File: config.mk
export PLATFORM = sky130hd
export DESIGN_NAME = undither
export DESIGN_NICKNAME = d
export VERILOG_FILES = /design/src/rtl/undither.sv
export SDC_FILE = /design/constraint.sdc
export NUM_CORES = 1
export LEC_CHECK = 0
export CAP_MARGIN = 20
export CORE_ASPECT_RATIO = 0.9
export CORE_MARGIN = 1
export CORE_UTILIZATION = 45
export DETAILED_ROUTE_END_ITERATION = 8
export PLACE_DENSITY = 0.65
export SLEW_MARGIN = 20
export SYNTH_ARGS = -nofsm -noshare
export SYNTH_HDL_FRONTEND = slang
export SYNTH_SLANG_ARGS = --single-unit
File: constraint.sdc
create_clock -name clk -period 5.75 [get_ports clk]
set_clock_uncertainty 0.1 [all_clocks]
set_input_delay 0.8625 -clock clk [delete_from_list [all_inputs] [get_ports clk]]
set_output_delay 0.8625 -clock clk [all_outputs]
set_load 0.01 [all_outputs]
File: src/rtl/undither.sv
// undither: rebuilds a BITS_OUT-bit value from a dithered BITS_IN-bit stream
// by keeping a running sum of the last WINDOW samples (WINDOW = 2**EXTRA).
module undither #(
    parameter int BITS_IN  = 4,
    parameter int BITS_OUT = 8
) (
    input  logic                clk,
    input  logic                reset,
    input  logic                ce,
    input  logic                en,
    input  logic                clear,
    input  logic [BITS_IN-1:0]  data_in,
    output logic [BITS_OUT-1:0] data_out,
    output logic                valid
);

    localparam int EXTRA  = BITS_OUT - BITS_IN;
    localparam int WINDOW = 2 ** EXTRA;
    localparam int CNT_W  = EXTRA + 1;
    localparam logic [CNT_W-1:0] CNT_FULL = CNT_W'(WINDOW);

    // hist[0] is the newest sample, hist[WINDOW-1] the one about to leave
    logic [WINDOW-1:0][BITS_IN-1:0] hist;
    logic [BITS_OUT-1:0]            sum;
    logic [BITS_OUT-1:0]            sum_next;
    logic [CNT_W-1:0]               cnt;
    logic [CNT_W-1:0]               cnt_next;

    // Next window sum and saturating fill count. The outgoing sample is
    // already part of sum, so the subtraction cannot underflow, and the
    // full-scale sum WINDOW*(2**BITS_IN-1) always fits in BITS_OUT bits.
    always_comb begin
        sum_next = sum + BITS_OUT'(data_in) - BITS_OUT'(hist[WINDOW-1]);
        cnt_next = (cnt == CNT_FULL) ? cnt : cnt + 1'b1;
    end

    // History, sum and fill count advance on every sample regardless of en,
    // so switching back from bypass gives a correct sum with no refill.
    always_ff @(posedge clk or posedge reset) begin
        if (reset) begin
            hist <= '0;
            sum  <= '0;
            cnt  <= '0;
        end else if (clear) begin
            hist <= '0;
            sum  <= '0;
            cnt  <= '0;
        end else if (ce) begin
            hist <= {hist[WINDOW-2:0], data_in};
            sum  <= sum_next;
            cnt  <= cnt_next;
        end
    end

    // Registered output: window sum when enabled, zero-padded sample in bypass.
    always_ff @(posedge clk or posedge reset) begin
        if (reset) begin
            data_out <= '0;
            valid    <= 1'b0;
        end else if (clear) begin
            data_out <= '0;
            valid    <= 1'b0;
        end else if (ce) begin
            data_out <= en ? sum_next : {data_in, {EXTRA{1'b0}}};
            valid    <= (cnt_next == CNT_FULL);
        end
    end

endmodule

==> impl_results.md <==
- Starting density of the core: 0.4709
- GRT overflow: 0
- Quantity of I/O buffers inserted on ports: 17
- Peak supply drop: 0.1552 mV
- Summed instance area of the synthesized netlist: 4091 sq um
- Area of placed instances: 4333 sq um
- Fraction of final layout cells sized beyond drive strength 1: 0.07107
- Drt total wl: 6.833 mm
- Crit-path leading delay family: adder cells
- Starting DRC count in detailed routing: 85
- Part of the Yosys area used for sequential elements: 0.5260
- Antenna fix cells: 0
- Power Density: 283.0 nW/um^2
- Critical path buffers and inverters: 3
- Placeable core area: 8688 sq um
- Share of the cycle needed by the critical path after routing: 0.5773
- Worst setup path class: in2reg
- Biggest cell delay along the critical path: 530 ps
- Dominant cell type by area after synthesis: sky130_fd_sc_hd__dfrtp_1
- Crit-path most repeated cell: sky130_fd_sc_hd__inv_1
- Share of flip-flops with an asynchronous set or reset after synthesis: 1.000
- Final setup violation count: 0
- Antenna violations before repair: 0
- Gr busiest metal: met2
- Total DRC errors in the routed layout: 0
- Hold bufs inserted after CTS: 0
- Met3 Use GR: 0.04453
- Achievable frequency: 301.3 MHz
- Instance count of the mapped netlist: 381
- Clock latency of the later-clocked register in the worst-skew pair: 350 ps
- Clock transition at path regs: 90 ps
- Startpoint Class: input pin
- Met2 routing resource usage after global routing: 0.2600
- Clock Path Buffers: 2
- Actual transition at the worst max-transition pin: 890.4 ps
- 1st-pass router iterations: 4
- CTS HTree Levels: 3
- Dominant synthesized flop cell: sky130_fd_sc_hd__dfrtp_1
- Worst EP arrival: 3500 ps
- Buffer cell driving the clock tree root: sky130_fd_sc_hd__clkbuf_8
- Post-synth EDFFs: 0
- Row count: 32
- Count of pins over their slew limit: 0
- Required time worst endpoint: 5930 ps
- Worst path cell trace: clkdlybuf4s50_1 > inv_1 > fa_1 > inv_1 > ha_1 > a211o_1 > a41oi_2 > mux2_1 > a31oi_1
- Synthesis-stage register bit count: 86
- Nets: 413
- Most common cell after layout, fill and taps aside: sky130_fd_sc_hd__dfrtp_1
- Post-Synthesis Mean Instance Area: 10.74 sq um
- CTS Buf Count: 9
- Average via count per standard cell: 5.156
- Number of hold violations in the final report: 0
- Cells taking the most area after synthesis: sky130_fd_sc_hd__dfrtp_1, sky130_fd_sc_hd__mux2i_1, sky130_fd_sc_hd__nor2_1
- Die ar.: 9478 sq um
- Post-route core utilization: 0.5176
- Critical path's slowest cell: sky130_fd_sc_hd__fa_1
- Slew headroom: 0.4064
- Vias in the first global route: 2680
- Layout Cell Area excl Fill: 4497 sq um
- Die height: 92.46 microns
- Count of instances resized after the clock tree is built: 0
- Unrepaired setup endpoints after global routing: false
- Met1 global-route usage: 0.2238
- Sum of negative setup slack: 0 ps
- Antenna viol nets, final: 0
- P&R area growth vs syn: 9.908%
- First-pass GRT wire length: 12.32 mm
- Static leakage: 2.256 nW
- Leading cell types in the layout, fill and taps excluded: sky130_fd_sc_hd__dfrtp_1, sky130_fd_sc_hd__nor2_1, sky130_fd_sc_hd__mux2i_1, sky130_fd_sc_hd__inv_1, sky130_fd_sc_hd__nand2_1
- Pin count of the biggest net entering global routing: 88
- Routability Congestion: 0.7585
- Overall routing resource usage: 0.1650
- Total nets after synthesis: 404
- Boundary Pins: 18
- Yosys warnings: 0
- Time the final worst path needs with I/O delays and setup: 3319 ps
- Yosys top cell area share: 0.5260
- Number of vias after detailed routing: 2645
- Status: finished clean
- Total half-perimeter wirelength after legalization and detailed placement: 4.257 mm
- Post-CTS Setup Repair Bufs: 0
- Hold Path Class: reg2reg
- Fill cells: 812
- Kind of end point of the critical path: flop
- Clock tree from TritonCTS: built
- Clock Sink Count: 86
- Maximum fanout count along the critical path: 5
- Post-route total power: 1.273 mW
- Number of maximum-capacitance constraint violations: 0
- Routed wire length per instance: 13.32 microns
- Synth cell types: 42
- Width of the die: 102.5 microns
[layout make-up]
type	instances	area [sq um]	area share
clock buffers	9	123.9	0.02755
multi-input cells	247	1748	0.3887
clock inverters	6	40.04	0.008904
inverters	26	98.84	0.02198
flip-flops and latches	86	2152	0.4786
repair buffers	20	185.2	0.04118
well taps	119	148.9	0.03311
[routing by layer]
| layer | wire length, microns | vias to the layer above | share of wire |
|---|---|---|---|
| li1 | - | 1309 | - |
| met1 | 3459 | 1288 | 0.51 |
| met2 | 3111 | 42 | 0.46 |
| met3 | 205 | 6 | 0.030 |
| met4 | 57 | 0 | 0.0083 |
| met5 | 0 | - | 0 |
[kinds of logic after synthesis]
| group | count (synthesis) | share of synthesized area |
|---|---|---|
| AOI/OAI and AO/OA | 36 | 0.06728 |
| buffers and inverters | 48 | 0.04679 |
| adders and majority gates | 14 | 0.05015 |
| DFF | 86 | 0.5260 |
| muxes | 68 | 0.1667 |
| xor gates and xnor gates | 7 | 0.01499 |
| and+or+nand+nor | 122 | 0.1281 |
[report_power, final]
| group | switching, mW | internal, mW | total, mW |
|---|---|---|---|
| Sequential | 0.0170 | 0.628 | 0.644 |
| Combinational | 0.154 | 0.109 | 0.264 |
| Clock | 0.211 | 0.154 | 0.365 |
| Total | 0.383 | 0.890 | 1.27 |
[synth_stat cells (all sizes together) (2+ instances only)]
library cell / n
nor2: 78
o21ai: 5
dfrtp: 86
a21oi: 10
a211o: 3
xor2: 5
xnor2: 2
a311oi: 2
fa: 4
a21o: 3
mux2i: 67
a31oi: 4
nand4: 2
nor3: 3
nand3: 13
or3: 2
clkbuf: 10
inv: 26
ha: 10
nand2: 16
buf: 12
[metrics by stage]
step,cells,setup WS (ps),hold WS [ps]
6_report,513,2431,400.2
5_1_grt,513,2258,432.5
4_1_cts,513,2444,404.5
3_5_place_dp,498,2072,384.7
3_3_place_gp,498,2086,379.1
2_1_floorplan,381,2566,368.9
[final timing paths]
| kind | startpoint | endpoint | slack (ps) | depth (start not counted) |
|---|---|---|---|---|
| worst max register to register | hist[61] | data_out[5] | 3190 | 7 |
| worst max-delay path | data_in[1] | data_out[5] | 2430 | 9 |
| worst min register to register | valid | valid | 400 | 1 |
| min in group asynchronous | reset | hist[57] | 790 | 2 |
| worst min-delay path | valid | valid | 400 | 1 |
| max in group asynchronous | reset | valid | 3740 | 3 |
[state kept, by name, indices dropped and copies added (netlist names)]
| name | count |
|---|---|
| hist | 64 |
| data_out | 8 |
| valid | 1 |
| cnt | 5 |
| sum | 8 |
Power figures use the tool's default switching activity.
